===== src/rtl/scc_pkg.sv =====
// Shared constants for the single-issue core: datapath width, register-select
// width, CPSR bit positions and the writeback data-mux encoding.
package scc_pkg;

   localparam int DATA_W    = 32;
   localparam int REG_SEL_W = 3;

   // CPSR bit order is N,C,Z,V from MSB to LSB
   localparam int FLAG_N = 3;
   localparam int FLAG_C = 2;
   localparam int FLAG_Z = 1;
   localparam int FLAG_V = 0;

   localparam logic W_SEL_ALU = 1'b0;
   localparam logic W_SEL_ID  = 1'b1;

endpackage


===== src/rtl/reg_array.sv =====
// General register storage: one synchronous write port, two asynchronous read
// ports, synchronous active-low clear of every entry.
module reg_array #(
   parameter int NUM_REGS = 8,
   parameter int DATA_W   = 32,
   parameter int SEL_W    = $clog2(NUM_REGS)
) (
   input  logic              clk,
   input  logic              rst_n,
   input  logic              we,
   input  logic [SEL_W-1:0]  w_addr,
   input  logic [DATA_W-1:0] w_data,
   input  logic [SEL_W-1:0]  r_addr_0,
   output logic [DATA_W-1:0] r_data_0,
   input  logic [SEL_W-1:0]  r_addr_1,
   output logic [DATA_W-1:0] r_data_1
);

   logic [DATA_W-1:0] mem [NUM_REGS];

   // NOTE: this array is cleared on reset because software relies on every
   // register reading zero after reset; that forces flops rather than RAM.
   always_ff @(posedge clk) begin
      if (!rst_n) begin
         for (int i = 0; i < NUM_REGS; i++) mem[i] <= '0;
      end else if (we) begin
         mem[w_addr] <= w_data;
      end
   end

   assign r_data_0 = mem[r_addr_0];
   assign r_data_1 = mem[r_addr_1];

endmodule


===== src/rtl/reg_writeback.sv =====
// Writeback stage register with read bypass in front of the general register
// array, plus the CPSR flag register.
module reg_writeback
   import scc_pkg::*;
#(
   parameter int NUM_REGS = 2 ** REG_SEL_W,
   parameter int DATA_W   = scc_pkg::DATA_W,
   parameter int FLAG_W   = 4,
   parameter int SEL_W    = $clog2(NUM_REGS)
) (
   input  logic              clk,
   input  logic              rst_n,
   input  logic [SEL_W-1:0]  r_sel_0,
   input  logic [SEL_W-1:0]  r_sel_1,
   output logic [DATA_W-1:0] r_val_0,
   output logic [DATA_W-1:0] r_val_1,
   input  logic [SEL_W-1:0]  dest_reg,
   input  logic              w_enable,
   input  logic              w_select,
   input  logic [DATA_W-1:0] w_alu,
   input  logic [DATA_W-1:0] w_id,
   input  logic              flags_we,
   input  logic [FLAG_W-1:0] flags_in,
   output logic [FLAG_W-1:0] flags,
   input  logic              stall,
   output logic              wb_valid,
   output logic [SEL_W-1:0]  wb_dest
);

   logic [DATA_W-1:0] wb_data;
   logic [SEL_W-1:0]  sel_0;
   logic [SEL_W-1:0]  sel_1;
   logic [DATA_W-1:0] arr_val_0;
   logic [DATA_W-1:0] arr_val_1;
   logic              commit;

   // Selects wrap modulo NUM_REGS so non-power-of-two sizes never index out of range
   function automatic logic [SEL_W-1:0] wrap_sel(input logic [SEL_W-1:0] sel);
      return SEL_W'(int'(sel) % NUM_REGS);
   endfunction

   assign sel_0  = wrap_sel(r_sel_0);
   assign sel_1  = wrap_sel(r_sel_1);
   assign commit = wb_valid && !stall;

   // NOTE: sequential state uses non-blocking assignments so every flop samples
   // pre-edge values; this is what lets commit and capture share one edge.
   always_ff @(posedge clk) begin
      if (!rst_n) begin
         wb_valid <= 1'b0;
         wb_dest  <= '0;
         wb_data  <= '0;
         flags    <= '0;
      end else begin
         if (flags_we) flags <= flags_in;
         if (!stall) begin
            wb_valid <= w_enable;
            if (w_enable) begin
               wb_dest <= wrap_sel(dest_reg);
               wb_data <= (w_select == W_SEL_ID) ? w_id : w_alu;
            end
         end
      end
   end

   reg_array #(
      .NUM_REGS (NUM_REGS),
      .DATA_W   (DATA_W),
      .SEL_W    (SEL_W)
   ) u_reg_array (
      .clk      (clk),
      .rst_n    (rst_n),
      .we       (commit),
      .w_addr   (wb_dest),
      .w_data   (wb_data),
      .r_addr_0 (sel_0),
      .r_data_0 (arr_val_0),
      .r_addr_1 (sel_1),
      .r_data_1 (arr_val_1)
   );

   // The pending entry is newer than the array, so it wins on a select match
   assign r_val_0 = (wb_valid && wb_dest == sel_0) ? wb_data : arr_val_0;
   assign r_val_1 = (wb_valid && wb_dest == sel_1) ? wb_data : arr_val_1;

endmodule


===== config.mk =====
export PLATFORM = sky130hd
export DESIGN_NAME = reg_writeback
export DESIGN_NICKNAME = d
export VERILOG_FILES = /design/src/rtl/scc_pkg.sv /design/src/rtl/reg_array.sv /design/src/rtl/reg_writeback.sv
export SDC_FILE = /design/constraint.sdc
export NUM_CORES = 1
export LEC_CHECK = 0
export CAP_MARGIN = 20
export CORE_MARGIN = 2
export CORE_UTILIZATION = 30
export CTS_CLUSTER_DIAMETER = 200
export DETAILED_ROUTE_END_ITERATION = 8
export HOLD_SLACK_MARGIN = 0.06
export MAX_ROUTING_LAYER = met4
export SLEW_MARGIN = 20
export SYNTH_ARGS = -nofsm -noshare
export SYNTH_HDL_FRONTEND = slang
export SYNTH_SLANG_ARGS = --single-unit

===== constraint.sdc =====
create_clock -name clk -period 3.15 [get_ports clk]
set_input_delay 0.63 -clock clk [delete_from_list [all_inputs] [get_ports clk]]
set_output_delay 0.63 -clock clk [all_outputs]
set_load 0.005 [all_outputs]

Yosys cells after proc, flatten, opt, wreduce, memory -nomap -nowiden --
Memories as Yosys holds them, arrays and structs flattened. Cells that the tools add are included.
Word-level totals: register bits 40, latch bits 0, RAM bits 256, ROM bits 0, input bits 83, output and inout port bits 72, memories kept 1
Operators by class: add/sub/neg operators 0, multiply operators 0, divide/modulo/power cells 0, magnitude comparators 0, eq/ne operators 2, shift-type cells 0, multiplexer cells 10, bitwise operators 1, reductions and logical operators 6
Memory list:
- u_reg_array.mem | depth 8, bits a word 32, read ports 2, clocked after memory_dff 0, write ports 8, line reg_array.sv:19 | logic [DATA_W-1:0] mem [NUM_REGS];
Operator list (count):
- 2-to-1 mux 32 bit | 4
- OR reduction 32 bit | 1
- == test 3 bit | 2
- 2-to-1 mux 1 bit | 5
- logical AND 1 bit | 3
- 2-to-1 mux 3 bit | 1
- AND reduction 2 bit | 1
- logical NOT 1 bit | 1
- inverter 1 bit | 1

Logic depth before layout (Yosys ltp) --
word-level depth 7, mapped depth 6, mapped depth without buffers 3

By module --
From an unflattened synthesis, not the netlist that was laid out.
Unflattened totals: cell total of the unflattened synthesis 1092, area, all modules 16413.2 µm²
Modules (own cells, without submodules):
- reg_array | instances 1, cells an instance 843, area an instance 13545.5 µm², sequential area each 7687.4 µm²
- reg_writeback | instances 1, cells an instance 249, area an instance 2867.8 µm², sequential area each 800.8 µm²

Least setup slack after synthesis --
No wires, ideal clock.
path type input-to-reg, start in stall, end mem u_reg_array.mem[2][0] (enable), arrival 2445 ps, setup slack 280 ps, stages 2, cells stage by stage nand4bb_1 o21ai_1
RTL lines:
- start, declared | line reg_writeback.sv:25 | input logic stall,
- end, declared | line reg_array.sv:19

Worst setup path in the final report --
start in r_sel_1[0], end out r_val_1[0]
Between the ends: cells in the longest elaborated chain, start to end 3, elaborated cells between the ends (all ways) 4, those cells by class eq/ne (1); mux (1); reduce/logical (1); memory (1)
RTL lines:
- start, declared | line reg_writeback.sv:14 | input logic [SEL_W-1:0] r_sel_1,
- parallel branches: the longest is 2 deep, another holds memory (8 x 32 bit)
- 2-to-1 mux 32 bit * | line reg_writeback.sv:84 | assign r_val_1 = (wb_valid && wb_dest == sel_1) ? wb_data : arr_val_1;
- end, declared | line reg_writeback.sv:16 | output logic [DATA_W-1:0] r_val_1,
Mark *: on every way between the ends.

==> flow_summary_export.csv <==
group,metric,value,unit
routing,vias,10235,
logic_synthesis,synth_top_area_cell,"edfxtp_1",
floorplanning,core-area,0.0540,mm²
logic_synthesis,syn_avg_cell_area,15.4,µm²
clocking,cts_tree,"yes",
sta,setup_tns,-0.160,ns
logic_synthesis,synth.top_cell.area_share,0.468,
sta,max_freq,307,MHz
grt,overflow,0,
hold_path,hp-class,"flop to flop",
worst_setup_path,regToRegSetupSlack,0.76,ns
worst_setup_path,rr_worst_depth,5,
worst_setup_path,cp.required,2.52,ns
logic_synthesis,synthCells,1068,
clocking,cts_made_buffers,35,
worst_setup_path,cp_max_fo,8,
routing,drt_iter0_drc,834,
layout,final_layout_size_suffix_gt1_frac,0.311,
sta,max_slew_margin,0.362,
logic_synthesis,ys_seq_elements,296,
sta,period_minus_slack,3.25,ns
flow_run,maxCapViolCount,0,
sta,rsz0062_at_grt,"true",
grt,grt_pass1_wl,71300,µm
floorplanning,row_count,85,
clocking,clock-sinks,296,
clocking,path_clk_slew,0.05,ns
floorplanning,die_h,238,µm
floorplanning,io_pins,155,
routing,ant_nets,0,
sta,finalClockSkew,0.0240,ns
sta,hold_violations,0,
clocking,htreeDepth,2,
routing,vias_per_cell,5.18,
place,dp_hpwl,30000,µm
power,p_leak,8.57,nW
logic_synthesis,synth_nets,1151,
layout,fin_nets,1334,
outcome,violations,"setup timing",
sta,layout_setup_ws,-0.104,ns
power,powerDensity,481,mW/mm²
routing,post-route-drc-count,0,
grt,grt_util_all_layers,0.178,
floorplanning,dieArea,0.0567,mm²
layout,regArea,0.00849,mm²
power,ir_worst_vdd,0.000300,V
clocking,clockRootBuffer,"clkbuf_16",
place,place_congestion,0.766,
routing,firstDrtPassIters,5,
grt,grt_start_max_net_pins,49,
sta,min_period_over_period,1.03,
worst_setup_path,critPathArrivalTime,2.62,ns
floorplanning,die_w,238,µm
grt,antenna_found_initial,1,
sta,setup_viol,2,
sta,drv_slew,0,
logic_synthesis,yosysWarnings,0,
layout,multi_input_area,0.00744,mm²
grt,grt_pass1_vias,10657,
logic_synthesis,syn_area,0.0164,mm²
logic_synthesis,ys_types,27,
routing,wl_per_cell,24.8,µm
worst_setup_path,worst-setup-path-type,"primary input to output pin",
sta,tightest_slew,0.956,ns
floorplanning,initial_core_util,0.304,
place,portBuffers,154,
worst_setup_path,endpoint_kind,"output pin",
worst_setup_path,critPathLaunchType,"primary input",
clocking,insertion_delay,0.55,ns
place,place_ws,-0.137,ns
logic_synthesis,synthTopCellsByArea,"edfxtp_1 (47%), and2_1 (9.8%), mux4_2 (9.5%)",
worst_setup_path,r2r_end,"u_reg_array.mem[2][15]",
routing,wl,49000,µm
layout,fillers,5007,
layout,area_delta_synth_final,27.2,%
clocking,hold_buffers,0,
clocking,clock_path_buffers,3,
outcome,outcome,"complete, but fails checks",
worst_setup_path,startpoint,"r_sel_1[0]",
logic_synthesis,synth_seq_area_share,0.516,
worst_setup_path,r2r-start,"wb_dest[1]",
worst_setup_path,endpoint,"r_val_1[0]",
## cells in the final DEF, fill, tap and decap left out, types with 3 or more instances in the layout
cell,instances
and2_1,257
buf_12,20
buf_16,15
buf_2,6
buf_4,71
buf_6,4
bufinv_16,4
clkbuf_1,8
clkbuf_16,35
clkbuf_8,8
clkdlybuf4s50_1,86
dfxtp_1,39
dlygate4sd2_1,47
dlymetal6s2s_1,10
edfxtp_1,256
inv_6,3
mux2_2,92
mux2_4,36
mux2i_1,39
mux4_1,51
mux4_2,77
nand2_1,33
nor2_2,6
nor2b_1,7
o211a_1,32
o21ai_4,6
xnor2_1,4
## metal layers
| layer | share of wire | GRT usage |
|---|---|---|
| met5 | 0 | - |
| met4 | 0.023 | 0.0549 |
| met3 | 0.068 | 0.0356 |
| met2 | 0.49 | 0.287 |
| met1 | 0.42 | 0.227 |
## sequential cells by signal, indices dropped and copies added, names as in the netlist
| signal | count |
|---|---|
| wb_data | 32 |
| wb_valid | 1 |
| wb_dest | 3 |
| flags | 4 |
| u_reg_array.mem | 256 |
## repair_timing
item	CTS	global route
setup buffers	17	7
endpoints found under the setup margin	64	20
gates cloned	12	0
gates resized for setup	83	22
pin swaps	0	2
## worst min-delay path by stage
stage,startpoint,end,slack [ns],cells past startpoint
4_1_cts,flags[2],flags[2],0.52,2
2_1_floorplan,flags[0],flags[0],0.51,2
3_3_place_gp,flags[2],flags[2],0.50,2
6_report,flags[2],flags[2],0.52,2
5_1_grt,flags[1],flags[1],0.57,2
3_5_place_dp,flags[2],flags[2],0.51,2
## worst max-delay path, stage by stage
cell and delay [ns]:
bufbuf_16 0.27, buf_16 0.16, buf_4 0.14, xnor2_2 0.11, nand4_1 0.15, buf_4 0.20, buf_12 0.16, mux2_4 0.34
clkdlybuf4s50_1 0.46
## kinds of logic after synthesis
logic type             after synthesis  synth area share
AO/OA/AOI/OAI                       39            0.0218
buffers and inverters              118            0.0371
XOR/XNOR                             6           0.00320
flip-flops                         296             0.516
multiplexers                       295             0.308
AND/OR/NAND/NOR                    314             0.114
## cell usage after synthesis, drive strengths merged
master	n
o21ai	6
mux2i	39
mux2	128
nor3	2
nand4	2
dfxtp	40
buf	33
nand4bb	1
nand2	33
mux4	128
edfxtp	256
nor2b	8
xnor2	6
clkbuf	85
o211a	32
nor2	6
nand2b	4
o21a	1
and2	257
nand4b	1
## per-stage QoR
stage / total power [mW] / util / instance area [µm²] / cells / hold slack, ns
after floorplan: 5.27 / - / 16400 / 1068 / 0.507
after global placement: 5.88 / 0.354 / 19100 / 1875 / 0.504
after detailed placement: 5.90 / 0.354 / 19100 / 1875 / 0.508
after CTS: 10.1 / 0.386 / 20800 / 1968 / 0.524
after global routing: 10.4 / 0.387 / 20900 / 1975 / 0.569
final: 10.1 / 0.387 / 20900 / 1975 / 0.520
## power breakdown
part	switching [mW]	internal [mW]	total, mW
Clock	1.62	2.58	4.20
Combinational	0.549	0.772	1.32
Sequential	0.137	4.40	4.53
## area by class of cell
cell class                 count  area share
antenna                        1    0.000120
clock buffer                  51      0.0486
clock inverter                13     0.00868
multi-input combinational    654       0.356
sequential                   296       0.406
tap                          696      0.0416
timing repair buffer         264       0.139
No activity file was read; power rests on OpenSTA's default activity.
